<file path="config.mk">
export PLATFORM = sky130hd
export DESIGN_NAME = fetch_pc_unit_flat
export DESIGN_NICKNAME = d
export VERILOG_FILES = /design/src/rtl/fetch_pc_unit_if.sv /design/src/rtl/fetch_pc_unit.sv /design/src/flat_wrapper.sv
export SDC_FILE = /design/constraint.sdc
export NUM_CORES = 1
export LEC_CHECK = 0
export ABC_AREA = 0
export CAP_MARGIN = 20
export CORE_AREA = 2 2 120 122
export CTS_BUF_LIST = sky130_fd_sc_hd__clkbuf_4
export DETAILED_ROUTE_END_ITERATION = 10
export DIE_AREA = 0 0 122 124
export GPL_ROUTABILITY_DRIVEN = 0
export PLACE_DENSITY_LB_ADDON = 0.3
export SYNTH_ARGS = -nofsm -noshare
export SYNTH_HDL_FRONTEND = slang
export SYNTH_SLANG_ARGS = --single-unit
</file>
<file path="constraint.sdc">
create_clock -name clk -period 1.8 [get_ports clk]
set_clock_uncertainty 0.15 [all_clocks]
set_input_delay 0.45 -clock clk [delete_from_list [all_inputs] [get_ports clk]]
set_output_delay 0.45 -clock clk [all_outputs]
set_load 0.01 [all_outputs]
</file>
<file path="src/rtl/fetch_pc_unit_if.sv">
// Fetch-stage bus bundle: redirect, imem request/response, sequential-PC adder and decode handoff.
// Trap outputs exist only when FETCH_MISALIGN_TRAP_EN is defined.
interface fetch_pc_unit_if;
  logic        redirect_valid;
  logic [31:0] redirect_pc;
  logic        imem_req;
  logic [31:0] imem_addr;
  logic        imem_gnt;
  logic        imem_rvalid;
  logic [31:0] imem_rdata;
  logic [31:0] sum_a;
  logic [31:0] sum_b;
  logic [31:0] sum_result;
  logic        if_valid;
  logic        if_ready;
  logic [31:0] if_pc;
  logic [31:0] if_instr;
`ifdef FETCH_MISALIGN_TRAP_EN
  logic        fetch_misaligned;
  logic [31:0] fetch_bad_pc;
`endif

  modport master (
    input  redirect_valid, redirect_pc, imem_gnt, imem_rvalid, imem_rdata, sum_result, if_ready,
    output imem_req, imem_addr, sum_a, sum_b, if_valid, if_pc, if_instr
`ifdef FETCH_MISALIGN_TRAP_EN
    , output fetch_misaligned, fetch_bad_pc
`endif
  );

  modport slave (
    output redirect_valid, redirect_pc, imem_gnt, imem_rvalid, imem_rdata, sum_result, if_ready,
    input  imem_req, imem_addr, sum_a, sum_b, if_valid, if_pc, if_instr
`ifdef FETCH_MISALIGN_TRAP_EN
    , input fetch_misaligned, fetch_bad_pc
`endif
  );
endinterface

</file>
<file path="src/rtl/fetch_pc_unit.sv">
// Instruction fetch: one outstanding imem read, request-to-if_valid 2 cycles min; holds {pc,instr} while if_ready=0.
// Redirects discard in-flight fetches; FETCH_MISALIGN_TRAP_EN makes misaligned redirects halt instead of truncating.
module fetch_pc_unit #(
  parameter logic [31:0] RESET_PC = 32'h0000_0000,
  parameter logic [31:0] PC_STEP  = 32'd4
) (
  input logic             clk,
  input logic             reset,
  fetch_pc_unit_if.master bus
);

  typedef enum logic [2:0] {S_REQ, S_WAIT, S_OUT, S_DROP, S_HALT} state_t;

  state_t      state, state_nxt;
  logic [31:0] pc, pc_nxt;
  logic        if_valid_q, if_valid_nxt;
  logic [31:0] if_pc_q, if_pc_nxt;
  logic [31:0] if_instr_q, if_instr_nxt;
`ifdef FETCH_MISALIGN_TRAP_EN
  logic        misaligned_q, misaligned_nxt;
  logic [31:0] bad_pc_q, bad_pc_nxt;
`endif

  always_ff @(posedge clk) begin
    if (reset) begin
      state      <= S_REQ;
      pc         <= RESET_PC;
      if_valid_q <= 1'b0;
      if_pc_q    <= 32'h0;
      if_instr_q <= 32'h0;
`ifdef FETCH_MISALIGN_TRAP_EN
      misaligned_q <= 1'b0;
      bad_pc_q     <= 32'h0;
`endif
    end else begin
      state      <= state_nxt;
      pc         <= pc_nxt;
      if_valid_q <= if_valid_nxt;
      if_pc_q    <= if_pc_nxt;
      if_instr_q <= if_instr_nxt;
`ifdef FETCH_MISALIGN_TRAP_EN
      misaligned_q <= misaligned_nxt;
      bad_pc_q     <= bad_pc_nxt;
`endif
    end
  end

  always_comb begin
    state_nxt    = state;
    pc_nxt       = pc;
    if_valid_nxt = if_valid_q;
    if_pc_nxt    = if_pc_q;
    if_instr_nxt = if_instr_q;
`ifdef FETCH_MISALIGN_TRAP_EN
    misaligned_nxt = misaligned_q;
    bad_pc_nxt     = bad_pc_q;
`endif

    case (state)
      S_REQ:  if (bus.imem_gnt) state_nxt = S_WAIT;
      S_WAIT: if (bus.imem_rvalid) begin
                if_instr_nxt = bus.imem_rdata;
                if_pc_nxt    = pc;
                pc_nxt       = bus.sum_result;
                if_valid_nxt = 1'b1;
                state_nxt    = S_OUT;
              end
      S_OUT:  if (bus.if_ready) begin
                if_valid_nxt = 1'b0;
                state_nxt    = S_REQ;
              end
      S_DROP: if (bus.imem_rvalid) state_nxt = S_REQ;
      S_HALT: state_nxt = S_HALT;
      default: state_nxt = S_REQ;
    endcase

    // A redirect overrides whatever the sequential flow decided, including a same-cycle response.
    if (bus.redirect_valid && state != S_HALT) begin
      if_valid_nxt = 1'b0;
      if_pc_nxt    = if_pc_q;
      if_instr_nxt = if_instr_q;
      case (state)
        S_REQ:   state_nxt = bus.imem_gnt    ? S_DROP : S_REQ;
        S_WAIT:  state_nxt = bus.imem_rvalid ? S_REQ  : S_DROP;
        S_DROP:  state_nxt = bus.imem_rvalid ? S_REQ  : S_DROP;
        default: state_nxt = S_REQ;
      endcase
`ifdef FETCH_MISALIGN_TRAP_EN
      if (bus.redirect_pc[1:0] != 2'b00) begin
        state_nxt      = S_HALT;
        pc_nxt         = pc;
        misaligned_nxt = 1'b1;
        bad_pc_nxt     = bus.redirect_pc;
      end else begin
        pc_nxt = {bus.redirect_pc[31:2], 2'b00};
      end
`else
      pc_nxt = {bus.redirect_pc[31:2], 2'b00};
`endif
    end
  end

  assign bus.imem_req  = (state == S_REQ) && !reset;
  assign bus.imem_addr = pc;
  assign bus.sum_a     = pc;
  assign bus.sum_b     = PC_STEP;
  assign bus.if_valid  = if_valid_q;
  assign bus.if_pc     = if_pc_q;
  assign bus.if_instr  = if_instr_q;
`ifdef FETCH_MISALIGN_TRAP_EN
  assign bus.fetch_misaligned = misaligned_q;
  assign bus.fetch_bad_pc     = bad_pc_q;
`endif

endmodule

</file>
<file path="src/flat_wrapper.sv">
// flat-port wrapper written by rule: the top's interface ports become plain ports
module fetch_pc_unit_flat 
#(
  parameter logic [31:0] RESET_PC = 32'h0000_0000,
  parameter logic [31:0] PC_STEP  = 32'd4
)
  (clk, reset, bus_redirect_valid, bus_redirect_pc, bus_imem_gnt, bus_imem_rvalid, bus_imem_rdata, bus_sum_result, bus_if_ready, bus_imem_req, bus_imem_addr, bus_sum_a, bus_sum_b, bus_if_valid, bus_if_pc, bus_if_instr);
  fetch_pc_unit_if bus_i ();
  input logic clk;
  input logic reset;
  input wire logic [$bits(bus_i.redirect_valid)-1:0] bus_redirect_valid;
  input wire logic [$bits(bus_i.redirect_pc)-1:0] bus_redirect_pc;
  input wire logic [$bits(bus_i.imem_gnt)-1:0] bus_imem_gnt;
  input wire logic [$bits(bus_i.imem_rvalid)-1:0] bus_imem_rvalid;
  input wire logic [$bits(bus_i.imem_rdata)-1:0] bus_imem_rdata;
  input wire logic [$bits(bus_i.sum_result)-1:0] bus_sum_result;
  input wire logic [$bits(bus_i.if_ready)-1:0] bus_if_ready;
  output wire logic [$bits(bus_i.imem_req)-1:0] bus_imem_req;
  output wire logic [$bits(bus_i.imem_addr)-1:0] bus_imem_addr;
  output wire logic [$bits(bus_i.sum_a)-1:0] bus_sum_a;
  output wire logic [$bits(bus_i.sum_b)-1:0] bus_sum_b;
  output wire logic [$bits(bus_i.if_valid)-1:0] bus_if_valid;
  output wire logic [$bits(bus_i.if_pc)-1:0] bus_if_pc;
  output wire logic [$bits(bus_i.if_instr)-1:0] bus_if_instr;
  assign bus_i.redirect_valid = bus_redirect_valid;
  assign bus_i.redirect_pc = bus_redirect_pc;
  assign bus_i.imem_gnt = bus_imem_gnt;
  assign bus_i.imem_rvalid = bus_imem_rvalid;
  assign bus_i.imem_rdata = bus_imem_rdata;
  assign bus_i.sum_result = bus_sum_result;
  assign bus_i.if_ready = bus_if_ready;
  assign bus_imem_req = bus_i.imem_req;
  assign bus_imem_addr = bus_i.imem_addr;
  assign bus_sum_a = bus_i.sum_a;
  assign bus_sum_b = bus_i.sum_b;
  assign bus_if_valid = bus_i.if_valid;
  assign bus_if_pc = bus_i.if_pc;
  assign bus_if_instr = bus_i.if_instr;
  fetch_pc_unit #(.RESET_PC(RESET_PC), .PC_STEP(PC_STEP)) u_core (.clk(clk), .reset(reset), .bus(bus_i));
endmodule
</file>
==> run_results.csv, run 1 <==
group,metric,value,unit
floorplan,start_util,34.74,%
route,drc,0,
critical_path,critPathSlowestCell,"dfxtp_2",
clock_network,path_clk_slew,0.16,ns
timing,holdWs,0.2447,ns
route,wirelength,15.68,mm
floorplan,rows,43,
pwr,powerDensity,644.7,nW/um^2
critical_path,cp.required,1.20,ns
min_path,hp-class,"input pin to register",
route,drtIter0Drc,497,
floorplan,fp.coreArea,13720,um^2
clock_network,cts_tree,"built",
timing,drv_slew,0,
pwr,peakVddDrop,387.7,uV
layout,final_cell_area,7397,um^2
clock_network,insertion_delay,0.48,ns
floorplan,die_h,124,um
floorplan,dieArea,15130,um^2
clock_network,cts_hold_buf,0,
critical_path,cp-end-kind,"primary output",
route,ant_nets,0,
global_route,antenna_found_initial,1,
place,placed_area,6977,um^2
timing,setup_violations,1,
clock_network,cts_buffers,9,
logic_synthesis,ys_async_sr_fraction,0,%
timing,slew_headroom,29.28,%
global_route,grt_max_degree,101,
timing,max_freq,532.0,MHz
timing,finalCriticalPeriod,1.880,ns
floorplan,io_pins,264,
critical_path,crit_path_start_kind,"register",
job,timing.max_cap.violations,0,
timing,fin_ws,-0.07963,ns
logic_synthesis,yosysUniqueCellTypes,29,
logic_synthesis,synth_common_cells,"100 x dfxtp_1, 96 x a21oi_1, 65 x buf_4, 64 x nand3_1, 37 x clkbuf_1",
logic_synthesis,synthesis.area,4766,um^2
layout,fillers,1360,
layout,syn_to_final_growth,55.21,%
layout,nets,864,
logic_synthesis,yosys.area.top_type,"dfxtp_1",
logic_synthesis,synth_flop_cell,"dfxtp_1",
timing,worstMarginPinSlew,1.061,ns
critical_path,max_stage_delay,0.37,ns
global_route,grt_overflow_total,0,
timing,hold_viol_final,0,
critical_path,cp_cell_sequence,"nor4_4 > buf_2",
logic_synthesis,synth_cells,569,
pwr,total_power,4.769,mW
clock_network,clock-sinks,100,
layout,drive_gt1_share,17.47,%
floorplan,fp.dieW,122,um
logic_synthesis,netlist_top_cells_area,"dfxtp_1 42%, buf_4 10%, a21oi_1 10%",
pwr,p_leak,3.064,nW
logic_synthesis,yosysSeqAreaShare,42.01,%
logic_synthesis,synth.avg_cell_area,8.376,um^2
global_route,grt.total_usage,19.29,%
logic_synthesis,synth-seq-cells,100,
clock_network,cts-htree-levels,3,
logic_synthesis,synth_edf_count,0,
route,vias_per_cell,5.211,
run_status,failed_checks,"negative setup slack",
timing,rsz0062_at_grt,"true",
route,dr.pass1.iters,7,
route,vias,4940,
global_route,grt_pass1_wl,23.16,mm
critical_path,arrival,1.28,ns
logic_synthesis,yosysMostFrequentCell,"dfxtp_1",
logic_synthesis,ys_warn_count,0,
global_route,grt_pass1_vias,4581,
critical_path,worstPathMaxFanout,2,
run_status,outcome,"complete, but fails checks",
place,port_buffers,229,
clock_network,cts-root-buf,"clkbuf_4",
timing,finalCritPeriodShare,104.4,%
route,wl_per_cell,16.54,um
critical_path,path_class,"register to primary output",
clock_network,cts_buffer_depth,2,
layout,fin_util,53.92,%
place,dp_hpwl,10.29,mm
logic_synthesis,yosys.area.top_type_share,42.01,%
-- repair_timing --
item	in CTS	in global routing
pin swaps	1	3
setup endpoints to repair	130	44
buffers inserted	13	7
resized for setup	186	49
gates cloned	0	3
-- metrics by stage --
| step | TNS, ns | setup slack (ns) | std cells |
|---|---|---|---|
| final | -0.07963 | -0.07963 | 948 |
| after global routing | -0.5241 | -0.1712 | 948 |
| after CTS | -0.1234 | -0.1234 | 938 |
| after detailed placement | -25.78 | -0.3246 | 909 |
| after global placement | -19.46 | -0.2359 | 909 |
| after floorplan | 0 | 0.2087 | 599 |
-- final timing paths --
path | start | endpoint | slack, ns | cells past startpoint
max | u_core.state[2] | bus_imem_req | -0.08 | 2
min | bus_redirect_valid | u_core.bus.if_pc[5] | 0.24 | 4
max reg2reg | u_core.state[1] | u_core.bus.imem_addr[6] | 0.02 | 5
min reg2reg | u_core.bus.if_instr[26] | u_core.bus.if_instr[26] | 0.33 | 2
-- sequential cells by signal, summed over array words and instances (netlist names) --
register	count
u_core.bus.if_instr	32
u_core.bus.imem_addr	32
u_core.state	3
u_core.bus.if_valid	1
u_core.bus.if_pc	32
-- cell families after synthesis --
logic type,Yosys count,share of synthesized area [%]
mux,3,0.6301
simple gates,110,12.86
xor+xnor,1,0.1838
other cells,2,0.1576
buf+inv,131,16.75
compound gates,222,27.41
flops,100,42.01
-- cell type report --
| type | count | area [um^2] | share of cell area, % |
|---|---|---|---|
| well taps | 180 | 225.2 | 3.045 |
| diodes | 1 | 2.502 | 0.03383 |
| multi-input cells | 368 | 2208 | 29.85 |
| clock buffers | 11 | 82.58 | 1.116 |
| clock inverters | 5 | 100.1 | 1.353 |
| flip-flops and latches | 100 | 2057 | 27.81 |
| inverters | 2 | 10.01 | 0.1353 |
| repair buffers | 281 | 2711 | 36.65 |
-- critical path, delay by kind of cell (launching register included) --
| family | cells | cell delay (ns) |
|---|---|---|
| DFF | 1 | 0.37 |
| and+or+nand+nor | 1 | 0.25 |
| buffers and inverters | 1 | 0.19 |
-- layout by cell type, fill, tap and decap left out, types with 5 or more instances in the layout --
cell type,netlist,layout
nand3_1,64,64
dlygate4sd2_1,0,103
o21ai_0,36,36
nor2_1,5,5
o211ai_1,30,30
clkbuf_4,0,11
buf_2,20,7
and2_1,30,30
dfxtp_2,0,35
conb_1,2,32
buf_12,0,11
clkdlybuf4s15_1,0,19
a32oi_1,30,19
a32oi_2,0,11
a21oi_1,96,95
buf_4,65,36
clkdlybuf4s50_1,0,97
o21ai_1,28,28
dfxtp_1,100,62
-- per-layer routing --
metal  track usage, %  vias up  share of wire [%]
met5                0        -                  0
met2            33.76      202                 51
met3            5.540       15                7.2
li1                 -     2350                  -
met4            5.747        0                1.1
met1            22.95     2373                 41
-- power breakdown --
group / internal, mW / switching, mW
Clock: 0.731 / 0.745
Combinational: 0.493 / 0.451
Sequential: 2.29 / 0.0568
Total: 3.52 / 1.25
Note: power is estimated with default switching activity, not from simulation.
==> run 2, diff against run 1 <==
- CAP_MARGIN: 20 -> 25
==> run_results.csv, run 2 (same netlist as run 1, synthesis figures left out) <==
group,metric,value,unit
run_status,outcome,"complete, but fails checks",
run_status,failed_checks,"negative setup slack",
timing,rsz0062_at_grt,"true",
global_route,grt_pass1_vias,4581,
layout,nets,865,
floorplan,fp.dieW,122,um
place,port_buffers,229,
layout,regArea,2053,um^2
critical_path,cp_cell_sequence,"nor4_4 > buf_2",
critical_path,cp-end-kind,"primary output",
min_path,hp-class,"input pin to register",
clock_network,clock-sinks,100,
place,dp_hpwl,10.29,mm
global_route,grt.total_usage,19.29,%
layout,mostFrequentLayoutCell,"dlygate4sd2_1",
floorplan,io_pins,264,
route,wl_per_cell,16.39,um
timing,fin_ws,-0.08172,ns
floorplan,rows,43,
timing,max_freq,531.4,MHz
global_route,grt_pass1_wl,23.16,mm
route,vias,4912,
layout,final_cell_mix,"104 x dlygate4sd2_1, 97 x clkdlybuf4s50_1, 84 x a21oi_1",
layout,drive_gt1_share,18.10,%
critical_path,cp.required,1.20,ns
route,wirelength,15.55,mm
pwr,p_leak,3.044,nW
clock_network,cts_buffer_depth,2,
layout,syn_to_final_growth,54.45,%
job,timing.max_cap.violations,0,
timing,drv_slew,0,
clock_network,cts_tree,"built",
critical_path,path_class,"register to primary output",
floorplan,start_util,34.74,%
critical_path,critPathTopFamily,"flip-flops",
clock_network,path_clk_slew,0.16,ns
clock_network,cts-htree-levels,3,
place,dp_slack,-0.3246,ns
route,drc,0,
place,placed_cells,909,
floorplan,dieArea,15130,um^2
floorplan,fp.coreArea,13720,um^2
layout,multiInputGateArea,2205,um^2
layout,final_cells,949,
pwr,peakVddDrop,387.4,uV
timing,setup_violations,6,
global_route,grt_overflow_total,0,
global_route,antenna_found_initial,1,
clock_network,insertion_delay,0.48,ns
critical_path,arrival,1.28,ns
critical_path,critPathSlowestCell,"dfxtp_2",
timing,hold_viol_final,0,
clock_network,cts-root-buf,"clkbuf_4",
layout,fillers,1353,
clock_network,cts_buffers,9,
pwr,powerDensity,648.6,nW/um^2
timing,finalCriticalPeriod,1.882,ns
critical_path,worstPathMaxFanout,2,
route,ant_nets,0,
route,vias_per_cell,5.176,
timing,finalCritPeriodShare,104.5,%
route,dr.pass1.iters,5,
critical_path,critPathBufInv,1,
route,drtIter0Drc,451,
pwr,total_power,4.774,mW
global_route,grt_max_degree,101,
critical_path,crit_path_start_kind,"register",
floorplan,die_h,124,um
critical_path,max_stage_delay,0.37,ns
## run 2: cell count changes in the layout (fill, tap and decap cells not counted), sizes merged
cell           previous run  this run
buf                      57        60
clkbuf                   16        14
clkdlybuf4s15            19        18
dlygate4sd2             103       104
## run 2: timing repair
action	CTS	global route
endpoints found under the setup margin	130	32
pin swaps	1	14
gates resized for setup	186	46
gates cloned	0	1
setup buffers	13	8
hold buffers	0	0
## run 2: worst min-delay path: cells and delay by family
family	cells	cell delay, ns
buffers and inverters	2	0.25
and+or+nand+nor	1	0.05
## run 2: per-stage QoR
stage	setup TNS, ns	hold slack [ns]	util (%)	instance area (um^2)
final	-0.1576	0.1466	53.65	7361
after global routing	-2.643	0.09781	53.65	7361
after CTS	-0.1234	0.1991	51.93	7124
after detailed placement	-25.78	0.3170	50.85	6977
after global placement	-19.46	0.3111	50.85	6977
after floorplan	0	0.3484	-	4878
## run 2: final timing paths
kind / startpoint / slack [ns] / cells past startpoint / to
setup / recovery: u_core.state[2] / -0.08 / 2 / bus_imem_req
hold / removal: reset / 0.15 / 3 / u_core.state[2]
setup reg to reg: u_core.state[2] / -0.04 / 7 / u_core.bus.imem_addr[12]
hold reg to reg: u_core.bus.if_instr[26] / 0.33 / 2 / u_core.bus.if_instr[26]
## run 2: layout make-up
cell class	count	area share, %
antenna	1	0.03400
clock buffer	11	1.122
clock inverter	5	1.360
inverter	2	0.1360
multi-input combinational	368	29.95
sequential	100	27.89
tap	180	3.060
timing repair buffer	282	36.44
## run 2: report_power, final
| part | internal, mW | total (mW) | switching (mW) | leakage (nW) |
|---|---|---|---|---|
| Sequential | 2.29 | 2.35 | 0.0562 | 0.827 |
| Combinational | 0.500 | 0.953 | 0.453 | 2.12 |
| Clock | 0.731 | 1.47 | 0.742 | 0.101 |
## run 2: routing by layer
metal	share of wire, %	global-route usage (%)	routed length, um
met1	41	22.95	6379
met2	51	33.76	7871
met3	7.0	5.540	1095
met4	1.3	5.747	204
met5	0	0	0
